`config.mk`:
```
export PLATFORM = sky130hd
export DESIGN_NAME = base_rrmux
export DESIGN_NICKNAME = d
export VERILOG_FILES = /design/src/rtl/base_pkg.sv /design/src/rtl/base_mux.sv /design/src/rtl/base_rrarb.sv /design/src/rtl/base_rrmux.sv
export SDC_FILE = /design/constraint.sdc
export NUM_CORES = 1
export LEC_CHECK = 0
export CORE_AREA = 2 2 39 41
export DETAILED_ROUTE_END_ITERATION = 8
export DIE_AREA = 0 0 41 43
export PLACE_DENSITY = 0.66
export SLEW_MARGIN = 10
export SYNTH_ARGS = -nofsm -noshare
export SYNTH_HDL_FRONTEND = slang
export SYNTH_SLANG_ARGS = --single-unit
```
`constraint.sdc`:
```
create_clock -name clk -period 2.2 [get_ports clk]
set_clock_uncertainty 0.1 [all_clocks]
set_input_delay 0.44 -clock clk [delete_from_list [all_inputs] [get_ports clk]]
set_output_delay 0.44 -clock clk [all_outputs]
set_load 0.05 [all_outputs]
```
`src/rtl/base_pkg.sv`:
```
// Shared constants, lock-state type and width helpers for base_rrmux.
// Holds the perf counter width and the pointer/index width function.
package base_pkg;

   localparam int BASE_RRMUX_CNT_W = 16;

   typedef enum logic {
      ST_IDLE,
      ST_LOCKED
   } lock_st_t;

   function automatic int clog2(input int n);
      int r;
      r = 0;
      for (int i = 0; i < 31; i++)
         if ((1 << i) < n) r = i + 1;
      return r;
   endfunction

   // pointer / lock_way width, at least one bit
   function automatic int ptr_w(input int n);
      return (clog2(n) < 1) ? 1 : clog2(n);
   endfunction

endpackage

```
`src/rtl/base_mux.sv`:
```
// Indexed data select from a packed per-way bus (way 0 in the msbs).
// Ports: i_d (ways*width), i_sel (index) -> o_d (width).
module base_mux
   import base_pkg::*;
#(
   parameter int ways  = 2,
   parameter int width = 1,
   parameter int pw    = 1
) (
   input  logic [ways*width-1:0] i_d,
   input  logic [pw-1:0]         i_sel,
   output logic [width-1:0]      o_d
);

   always_comb begin
      o_d = '0;
      for (int w = 0; w < ways; w++)
         if (i_sel == pw'(w)) o_d = i_d[(ways-1-w)*width +: width];
   end

endmodule

```
`src/rtl/base_rrarb.sv`:
```
// Rotating-priority picker: first valid way scanning ptr, ptr+1 .. wrap.
// Ports: i_v (bit w = way w), i_ptr -> o_gnt one-hot, o_idx, o_any.
module base_rrarb
   import base_pkg::*;
#(
   parameter int ways = 2,
   parameter int pw   = 1
) (
   input  logic [ways-1:0] i_v,
   input  logic [pw-1:0]   i_ptr,
   output logic [ways-1:0] o_gnt,
   output logic [pw-1:0]   o_idx,
   output logic            o_any
);

   localparam int SW = pw + 1;

   logic [SW-1:0] w_s;
   logic [pw-1:0] w_j;

   // scan from farthest to nearest so the nearest valid way wins
   always_comb begin
      o_gnt = '0;
      o_idx = '0;
      o_any = 1'b0;
      w_s   = '0;
      w_j   = '0;
      for (int k = ways - 1; k >= 0; k--) begin
         w_s = {1'b0, i_ptr} + SW'(k);
         if (w_s >= SW'(ways)) w_s = w_s - SW'(ways);
         w_j = w_s[pw-1:0];
         if (i_v[w_j]) begin
            o_gnt      = '0;
            o_gnt[w_j] = 1'b1;
            o_idx      = w_j;
            o_any      = 1'b1;
         end
      end
   end

endmodule

```
`src/rtl/base_rrmux.sv`:
```
// Round-robin arbiter + mux with packet lock and one registered output stage.
// Ports: clk, reset (async high); i_v/i_d/i_e/i_r per way (way 0 in msbs);
//        o_v/o_d/o_e/o_sel registered out, o_r downstream ready.
// BASE_RRMUX_PERF_EN adds o_pkt_cnt: saturating 16-bit packet count per way.
module base_rrmux
   import base_pkg::*;
#(
   parameter int ways  = 2,
   parameter int width = 1
) (
   input  logic                   clk,
   input  logic                   reset,
   input  logic [ways-1:0]        i_v,
   input  logic [ways*width-1:0]  i_d,
   input  logic [ways-1:0]        i_e,
   output logic [ways-1:0]        i_r,
   output logic                   o_v,
   output logic [width-1:0]       o_d,
   output logic                   o_e,
   input  logic                   o_r,
   output logic [ways-1:0]        o_sel
`ifdef BASE_RRMUX_PERF_EN
   ,
   output logic [ways*BASE_RRMUX_CNT_W-1:0] o_pkt_cnt
`endif
);

   localparam int PW = ptr_w(ways);

   logic             r_v;
   logic [width-1:0] r_d;
   logic             r_e;
   logic [ways-1:0]  r_sel;
   logic [PW-1:0]    r_ptr;
   logic [PW-1:0]    r_lock_way;
   lock_st_t         r_state;

   logic [ways-1:0]  w_vn;
   logic [ways-1:0]  w_en;
   logic [ways-1:0]  w_agnt;
   logic [PW-1:0]    w_aidx;
   logic             w_aany;
   logic [ways-1:0]  w_gnt;
   logic [PW-1:0]    w_idx;
   logic             w_any;
   logic             w_ld;
   logic             w_xfer;
   logic             w_end;
   logic [PW-1:0]    w_nptr;
   logic [width-1:0] w_d;
   logic [ways-1:0]  w_selp;
   logic [ways-1:0]  w_rp;

   // internal vectors use bit w = way w
   always_comb begin
      w_vn = '0;
      w_en = '0;
      for (int w = 0; w < ways; w++) begin
         w_vn[w] = i_v[ways-1-w];
         w_en[w] = i_e[ways-1-w];
      end
   end

   base_rrarb #(
      .ways (ways),
      .pw   (PW)
   ) u_arb (
      .i_v   (w_vn),
      .i_ptr (r_ptr),
      .o_gnt (w_agnt),
      .o_idx (w_aidx),
      .o_any (w_aany)
   );

   // a locked packet owns the channel even while its way is idle
   always_comb begin
      w_gnt = '0;
      w_idx = w_aidx;
      w_any = w_aany;
      if (r_state == ST_LOCKED) begin
         w_gnt[r_lock_way] = w_vn[r_lock_way];
         w_idx             = r_lock_way;
         w_any             = w_vn[r_lock_way];
      end else begin
         w_gnt = w_agnt;
      end
   end

   assign w_ld   = ~r_v | o_r;
   assign w_xfer = w_ld & w_any;
   assign w_end  = w_en[w_idx];
   assign w_nptr = (w_idx == PW'(ways - 1)) ? '0 : w_idx + PW'(1);

   always_comb begin
      w_rp   = '0;
      w_selp = '0;
      for (int w = 0; w < ways; w++) begin
         w_rp[ways-1-w]   = w_ld & w_gnt[w];
         w_selp[ways-1-w] = w_gnt[w];
      end
   end

   base_mux #(
      .ways  (ways),
      .width (width),
      .pw    (PW)
   ) u_mux (
      .i_d   (i_d),
      .i_sel (w_idx),
      .o_d   (w_d)
   );

   always_ff @(posedge clk or posedge reset) begin
      if (reset) begin
         r_v        <= 1'b0;
         r_d        <= '0;
         r_e        <= 1'b0;
         r_sel      <= '0;
         r_ptr      <= '0;
         r_lock_way <= '0;
         r_state    <= ST_IDLE;
      end else begin
         if (w_ld) begin
            r_v <= w_any;
            if (w_any) begin
               r_d   <= w_d;
               r_e   <= w_end;
               r_sel <= w_selp;
            end
         end
         // pointer moves per packet, on its end beat only
         if (w_xfer && w_end) r_ptr <= w_nptr;
         unique case (r_state)
            ST_IDLE: begin
               if (w_xfer && !w_end) begin
                  r_state    <= ST_LOCKED;
                  r_lock_way <= w_idx;
               end
            end
            ST_LOCKED: begin
               if (w_xfer && w_end) r_state <= ST_IDLE;
            end
            default: r_state <= ST_IDLE;
         endcase
      end
   end

   assign i_r   = w_rp;
   assign o_v   = r_v;
   assign o_d   = r_d;
   assign o_e   = r_e;
   assign o_sel = r_sel;

`ifdef BASE_RRMUX_PERF_EN
   logic [BASE_RRMUX_CNT_W-1:0] r_cnt [ways];

   always_ff @(posedge clk or posedge reset) begin
      if (reset) begin
         for (int w = 0; w < ways; w++) r_cnt[w] <= '0;
      end else begin
         for (int w = 0; w < ways; w++)
            if (w_xfer && w_end && w_gnt[w] && (r_cnt[w] != '1))
               r_cnt[w] <= r_cnt[w] + BASE_RRMUX_CNT_W'(1);
      end
   end

   always_comb begin
      o_pkt_cnt = '0;
      for (int w = 0; w < ways; w++)
         o_pkt_cnt[(ways-1-w)*BASE_RRMUX_CNT_W +: BASE_RRMUX_CNT_W] = r_cnt[w];
   end
`endif

   // upstream must hold a pending beat unchanged until it is accepted
   for (genvar g = 0; g < ways; g++) begin : g_hold
      a_hold: assert property (@(posedge clk) disable iff (reset)
         (i_v[g] && !i_r[g]) |=>
         (i_v[g] && $stable(i_e[g]) && $stable(i_d[g*width +: width])));
   end

endmodule

```
==> impl_metrics.ini, run 1 <==
[cells_and_area]
mostFrequentLayoutCells = 12 x clkdlybuf4s50_1, 8 x dfrtp_1, 5 x inv_1, 4 x nand2_1
final_common_cell = clkdlybuf4s50_1
area_growth_pct = 50.1
final_area_sq_um = 686
final_nets = 76
diodes = 0
final_layout_size_suffix_gt1_share_pct = 26.2

[cts]
h-tree-depth = 1
clk_latency_ns = 0.25
cts_inserted_buffers = 3
cts_sinks = 8
cts_buffer_depth = 2
cts_tree = yes
cts_root_buf = clkbuf_4
clkSlewWorstSetupHoldPaths_ns = 0.06
hold_buffers = 0

[detailed_routing]
drc = 0
drt_iter0_drc = 8
wirelength_microns = 895
vias_per_cell = 4.81
drtAntennaViolNets = 0
drt-wirelength-per-cell_microns = 11.0
drt-pass1-iter-count = 4
dr_total_vias = 390

[global_route]
first_global_vias = 347
antenna_found_initial = 0
grt_max_degree = 9
grtUsageTotal_pct = 12.8
grt_pass1_wl_mm = 1.48
grt-ovfl-total = 0

[synth]
synth_seq_area_share_pct = 43.8
yosys.area.top_type = dfrtp_1
yosysTopAreaCellShare_pct = 43.8
netlist_area_sq_um = 457
synth-async-reset-ratio_pct = 100
ys.flop_type = dfrtp_1
yosysUniqueCellTypes = 22
syn_area_per_cell_sq_um = 10.1
yosys_warnings = 0
synth.area.top_cells = dfrtp_1 44%, o2bb2a_4 4.4%, inv_1 4.1%
syn_nets = 54
yosys_register_bits = 8
synth_edf_count = 0
netlist_instances = 45

[worst_setup_path]
critical-path-slowest-cell = clkdlybuf4s50_1
reg2reg_depth = 4
path_class = input pin to output pin
worst-path-max-fanout = 5
arrival_ns = 1.59
reg2reg_from = r_lock_way
required_ns = 1.66
cp-start-kind = input pin
cp-startpoint = i_v[1]
slowest_delay_ns = 0.50
end_kind = output pin
path_cells = clkdlybuf4s50_1, nand2b_1, nand2_1, a21oi_1, buf_12

[sta]
worst-slew-pin-transition_ns = 0.496
fmax_mhz = 468
fin_tns_setup_ns = 0
report.final.slew_viol_count = 0
fin_crit_ns = 2.13
rsz0062_at_grt = no
max_slew_margin_pct = 66.8
timing.final.ws_setup_ns = 0.0652
hold_viol = 0
setup_viol = 0
min_period_over_period_pct = 97.0

[pwr]
sw_frac_of_total_pct = 44.9
pwr-share-clk_pct = 11.2
leakage_nw = 0.316
power.density_nw_per_um2 = 1440
pwr-share-seq_pct = 27.8
power_frac_comb_pct = 60.9
p_sw_mw = 0.442
internal-power_mw = 0.542
max-vdd-ir-drop_mv = 0.649

[placed_design]
placed_area_sq_um = 658
gp_congestion = 0.757
pre_cts_slack_ns = 0.0582
dp_hpwl_microns = 705
portBuffers = 15

[status]
outcome = completed

[floorplanning]
dieArea_sq_um = 1760
coreArea_sq_um = 1380
die_w_microns = 41
ios = 16
rows = 14
initial_core_util_pct = 33.0
die_h_microns = 43

[worst_hold_path]
hold_class = input pin to asynchronous set/reset pin

[job]
cap_violations = 0
[synth_stat cells (2+ instances only)]
library cell / number
nand2_1: 4
dfrtp_1: 8
inv_1: 5
o21ai_0: 3
nand2b_1: 2
nand3_1: 3
nor2_1: 2
a21o_2: 2
a21oi_1: 3
[stage by stage]
| step | utilization (%) | total power [mW] | hold WS, ns | std cells |
|---|---|---|---|---|
| 2_1_floorplan | - | 0.683 | 0.156 | 45 |
| 3_3_place_gp | 47.6 | 0.879 | 0.369 | 78 |
| 3_5_place_dp | 47.6 | 0.878 | 0.368 | 78 |
| 4_1_cts | 49.2 | 0.994 | 0.333 | 81 |
| 5_1_grt | 49.5 | 1.05 | 0.385 | 81 |
| 6_report | 49.5 | 0.984 | 0.328 | 81 |
[worst paths after layout]
kind | end | slack [ns]
max | i_r[0] | 0.07
min | asynchronous set/reset pin | 0.33
max reg2reg | r_lock_way | 0.56
max in group asynchronous | o_sel[0] | 1.43
min reg2reg | o_sel[1] | 0.38
min in group clk | o_sel[1] | 0.38
[per-layer routing]
metal	part of all wire [%]	global-route usage [%]
met1	46	16.7
met2	46	17.2
met3	7.0	6.28
met4	1.2	6.00
met5	0	0
[worst max-delay path: cells and delay by family]
kind	cells	cell delay (ns)
AOI/OAI and AO/OA	1	0.28
buffers and inverters	2	0.68
and+or+nand+nor	2	0.20
[power by group through the flow]
stage	combinational (mW)	clock [mW]	sequential [mW]
after global placement	0.600	0	0.279
final	0.600	0.111	0.274
after global routing	0.639	0.124	0.284
after CTS	0.605	0.116	0.273
after detailed placement	0.602	0	0.275
after floorplan	0.268	0	0.415
[timing repair]
action                     4_1_cts  5_1_grt
hold endpoints to repair         0        0
setup endpoints to repair        0        1
buffers inserted                 0        0
gates resized for setup          0        2
[area by class of cell]
type                    instances  area (sq um)
inverters                       5          18.8
fillers                       130           698
repair buffers                 18           195
well taps                      16          20.0
clock buffers                   3          22.5
multi-input cells              31           229
flip-flops and latches          8           200
[logic make-up (layout without fill, tap and decap cells)]
family / Yosys count / count (layout) / synth area share, %
flops: 8 / 8 / 43.8
buf+inv: 6 / 26 / 6.58
simple gates: 13 / 13 / 14.5
mux: 2 / 2 / 5.48
compound gates: 16 / 16 / 29.6
Power figures use the tool's default switching activity.
==> run 2, diff against run 1 <==
--- a/config.mk
+++ b/config.mk
@@ -8,7 +8,7 @@
 export CORE_AREA = 2 2 39 41
 export DETAILED_ROUTE_END_ITERATION = 8
 export DIE_AREA = 0 0 41 43
-export PLACE_DENSITY = 0.66
+export PLACE_DENSITY = 0.68
 export SLEW_MARGIN = 10
 export SYNTH_ARGS = -nofsm -noshare
 export SYNTH_HDL_FRONTEND = slang
==> constraint.sdc (replaced) <==
create_clock -name clk -period 1.82 [get_ports clk]
set_clock_uncertainty 0.1 [all_clocks]
set_input_delay 0.546 -clock clk [delete_from_list [all_inputs] [get_ports clk]]
set_output_delay 0.546 -clock clk [all_outputs]
set_load 0.05 [all_outputs]
==> impl_metrics.ini, run 2 (synthesis results as in run 1) <==
[worst_setup_path]
timing.rr.end = r_lock_way
critical-path-slowest-cell = dfrtp_2
worst-path-max-fanout = 4
reg2reg_from = r_lock_way
end_kind = output pin
slowest_delay_ns = 0.42
reg2reg_depth = 6
path_cells = and2b_4, a21oi_4, buf_12
arrival_ns = 1.21
rrSetupSlack_ns = 0.03
required_ns = 1.17
path_class = flop to output pin
cp-start-kind = flop
crit_family = flip-flops
cp_num_buf_inv = 1

[placed_design]
gp_congestion = 0.753
portBuffers = 15
dp_hpwl_microns = 961

[cells_and_area]
area_growth_pct = 97.3
diodes = 0
mostFrequentLayoutCells = 19 x buf_4, 7 x buf_12, 5 x clkdlybuf4s50_1, 5 x dfrtp_1, 4 x inv_1
final_nets = 91
final_layout_size_suffix_gt1_share_pct = 63.0
final_common_cell = buf_4

[floorplanning]
ios = 16
dieArea_sq_um = 1760
die_h_microns = 43
rows = 14
die_w_microns = 41
initial_core_util_pct = 33.0
coreArea_sq_um = 1380

[cts]
cts_buffer_depth = 2
cts_sinks = 8
clkSlewWorstSetupHoldPaths_ns = 0.07
h-tree-depth = 1
hold_buffers = 0
cts_tree = yes
cts_root_buf = clkbuf_4
clk_latency_ns = 0.26
cts_inserted_buffers = 3

[global_route]
grtUsageTotal_pct = 20.3
antenna_found_initial = 0
first_global_vias = 490
grt-ovfl-total = 0
grt_max_degree = 9
grt_pass1_wl_mm = 2.35

[sta]
hold_viol = 0
min_period_over_period_pct = 102
timing.final.ws_setup_ns = -0.0390
fmax_mhz = 538
fin_crit_ns = 1.86
max_slew_margin_pct = 75.9
rsz0062_at_grt = yes
fin_tns_setup_ns = -0.0390
setup_viol = 1
worst-slew-pin-transition_ns = 0.362
report.final.slew_viol_count = 0
whs_ns = 0.431

[detailed_routing]
drt_iter0_drc = 9
drc = 0
dr_total_vias = 492
drt-pass1-iter-count = 4
wirelength_mm = 1.48
drt-wirelength-per-cell_microns = 15.3
vias_per_cell = 5.07
drtAntennaViolNets = 0

[pwr]
pwr-share-clk_pct = 9.3
sw_frac_of_total_pct = 43.0
internal-power_mw = 0.939
power.density_nw_per_um2 = 1830
leakage_nw = 0.427
pwr-share-seq_pct = 22.0
power_frac_comb_pct = 68.7
max-vdd-ir-drop_mv = 0.778
p_sw_mw = 0.707
total_power_mw = 1.65

[worst_hold_path]
hold_class = input pin to asynchronous set/reset pin

[status]
outcome = finished with violations
violations = negative setup slack

[job]
cap_violations = 0
[run 2: worst max path at each step]
stage	depth (start not counted)	slack, ns	endpoint
after floorplan	3	0.02	i_r[1]
after global placement	5	-0.43	i_r[1]
after detailed placement	5	-0.46	i_r[1]
after CTS	3	-0.02	i_r[1]
after global routing	3	-0.07	i_r[1]
final	3	-0.04	i_r[1]
[run 2: metrics by stage]
| step | setup WS [ns] | util (%) | std cells | area [sq um] |
|---|---|---|---|---|
| finish | -0.0390 | 65.1 | 97 | 901 |
| global route | -0.0672 | 65.1 | 97 | 901 |
| CTS | -0.0227 | 64.0 | 95 | 886 |
| detailed placement | -0.458 | 56.7 | 85 | 785 |
| global placement | -0.427 | 56.7 | 85 | 785 |
| floorplan | 0.0202 | - | 45 | 480 |
[run 2: power groups by stage]
stage | sequential [mW] | clock, mW | combinational, mW
finish | 0.362 | 0.153 | 1.13
global route | 0.370 | 0.171 | 1.19
CTS | 0.359 | 0.158 | 1.09
detailed placement | 0.365 | 0 | 0.948
global placement | 0.357 | 0 | 0.931
floorplan | 0.508 | 0 | 0.354
[run 2: layout make-up]
type,count,area (sq um)
fill,105,483
timing repair buffer,33,343
multi-input combinational,31,289
sequential,8,204
clock buffer,4,26.3
tap,16,20.0
inverter,5,18.8
[run 2: worst reg2reg max path: cells and delay by family (launching register included)]
kind / cells / cell delay [ns]
compound gates: 3 / 0.48
buf+inv: 2 / 0.39
flops: 1 / 0.43
mux: 1 / 0.31
[run 2: what timing repair did]
action	in CTS	in global routing
resized for setup	23	0
pin swaps	5	2
buffers inserted	6	2
setup endpoints to repair	9	4
[run 2: layer usage]
layer  GRT usage [%]  wire, microns  vias up  part of all wire [%]
met1            24.8            582      235                    39
met2            33.8            802       21                    54
met4            8.00             28        0                   1.9
met5               0              0        -                     0
met3            3.14             70        4                   4.7
li1                -              -      232                     -
==> run 3, diff against run 2 <==
--- a/config.mk
+++ b/config.mk
@@ -5,11 +5,14 @@
 export SDC_FILE = /design/constraint.sdc
 export NUM_CORES = 1
 export LEC_CHECK = 0
+export ABC_CLOCK_PERIOD_IN_PS = 1820
 export CORE_AREA = 2 2 39 41
 export DETAILED_ROUTE_END_ITERATION = 8
 export DIE_AREA = 0 0 41 43
-export PLACE_DENSITY = 0.68
+export DONT_BUFFER_PORTS = 1
+export PLACE_DENSITY = 0.52
 export SLEW_MARGIN = 10
 export SYNTH_ARGS = -nofsm -noshare
 export SYNTH_HDL_FRONTEND = slang
 export SYNTH_SLANG_ARGS = --single-unit
+export TNS_END_PERCENT = 20
==> impl_metrics.ini, run 3 (synthesis results as in run 1) <==
[worst_hold_path]
hold_class = input pin to asynchronous set/reset pin

[sta]
timing.final.ws_setup_ns = -0.000811
rsz0062_at_grt = yes
setup_viol = 1
worst-slew-pin-transition_ns = 0.487
fmax_mhz = 549
report.final.slew_viol_count = 0
min_period_over_period_pct = 100
whs_ns = 0.0230
fin_crit_ns = 1.82
max_slew_margin_pct = 67.6
hold_viol = 0

[pwr]
power.density_nw_per_um2 = 1930
leakage_nw = 0.293
power_frac_comb_pct = 48.5
pwr-share-seq_pct = 40.0
internal-power_mw = 0.646
max-vdd-ir-drop_mv = 0.738
sw_frac_of_total_pct = 48.2
total_power_mw = 1.25
p_sw_mw = 0.600
pwr-share-clk_pct = 11.5

[cts]
cts_inserted_buffers = 3
cts_buffer_depth = 2
cts_root_buf = clkbuf_4
h-tree-depth = 1
cts_tree = yes
cts_sinks = 8
clk_latency_ns = 0.25
clkSlewWorstSetupHoldPaths_ns = 0.06
hold_buffers = 0

[worst_setup_path]
path_class = flop to output pin
end_kind = output pin
cp-start-kind = flop
reg2reg_depth = 4
rrSetupSlack_ns = 0.08
required_ns = 1.17
worst-path-max-fanout = 4
arrival_ns = 1.17

[detailed_routing]
drtAntennaViolNets = 0
drc = 0
drt-pass1-iter-count = 2
drt_iter0_drc = 1
vias_per_cell = 5.16
dr_total_vias = 382
drt-wirelength-per-cell_microns = 14.3
wirelength_mm = 1.06

[cells_and_area]
area_growth_pct = 41.4
finalNonFillerCells = 74
final_nets = 68
final_layout_size_suffix_gt1_share_pct = 51.7
final_area_sq_um = 646
mostFrequentLayoutCells = 8 x buf_4, 5 x dfrtp_1, 4 x inv_1
final_common_cell = buf_4
diodes = 0

[job]
cap_violations = 0

[floorplanning]
coreArea_sq_um = 1380
initial_core_util_pct = 33.0
rows = 14
dieArea_sq_um = 1760
die_h_microns = 43
die_w_microns = 41
ios = 16

[placed_design]
dp_hpwl_microns = 801
dp_cells = 67
pre_cts_slack_ns = 0.0108
gp_congestion = 0.667
placed_area_sq_um = 567
portBuffers = 0

[global_route]
antenna_found_initial = 0
grtUsageTotal_pct = 13.9
grt-ovfl-total = 0
first_global_vias = 390
grt_max_degree = 9
grt_pass1_wl_mm = 1.59

[status]
violations = negative setup slack
outcome = finished with violations
[run 3: changes by cell type in the layout (fill, tap and decap cells not counted)]
cell,change
buf_4,-11
buf_12,-5
clkdlybuf4s50_1,-5
buf_2,-2
nand2_1,+2
nand2_2,-2
nand2b_1,+1
nand2b_4,-1
[run 3: layer usage]
layer  global-route usage [%]  share of wire [%]  routed length (microns)
met5                        0                  0                        0
met4                     8.00               0.76                        8
met3                     4.19                7.9                       84
met2                     21.9                 50                      525
met1                     15.7                 42                      440
[run 3: worst paths after layout]
path / from / end
worst max register to register: r_lock_way / r_ptr
min in group clk: i_e[1] / r_lock_way
worst min register to register: r_ptr / r_ptr
worst min-delay path: reset / o_e
worst max-delay path: r_lock_way / i_r[1]
max in group asynchronous: reset / asynchronous set/reset pin
[run 3: metrics by stage]
stage          util (%)   TNS [ns]
2_1_floorplan         -          0
3_3_place_gp       41.0          0
3_5_place_dp       41.0          0
4_1_cts            46.7          0
5_1_grt            46.7    -0.0861
6_report           46.7  -0.000811
[run 3: what timing repair did]
action	in CTS	in global routing
setup buffers	3	0
endpoints found under the setup margin	2	2
resized for setup	8	0
endpoints found under the hold margin	0	0
pin swaps	3	2
[run 3: power groups by stage]
stage               combinational (mW)  clock (mW)  sequential, mW
floorplan                        0.354           0           0.508
global placement                 0.505           0           0.493
detailed placement               0.526           0           0.502
CTS                              0.609       0.148           0.502
global route                     0.649       0.158           0.511
finish                           0.605       0.143           0.498
[run 3: final cells by class]
| class | count | area [sq um] |
|---|---|---|
| Clock buffer | 4 | 26.3 |
| Inverter | 5 | 18.8 |
| Fill cell | 131 | 738 |
| Sequential cell | 8 | 204 |
| Multi-Input combinational cell | 31 | 277 |
| Timing Repair Buffer | 10 | 100 |
| Tap cell | 16 | 20.0 |
[run 3: critical path, stage by stage, from the launching register on]
cell,delay (ns)
dfrtp_2,0.45
nand2_4,0.11
nand3_4,0.08
a21oi_4,0.14
buf_12,0.15
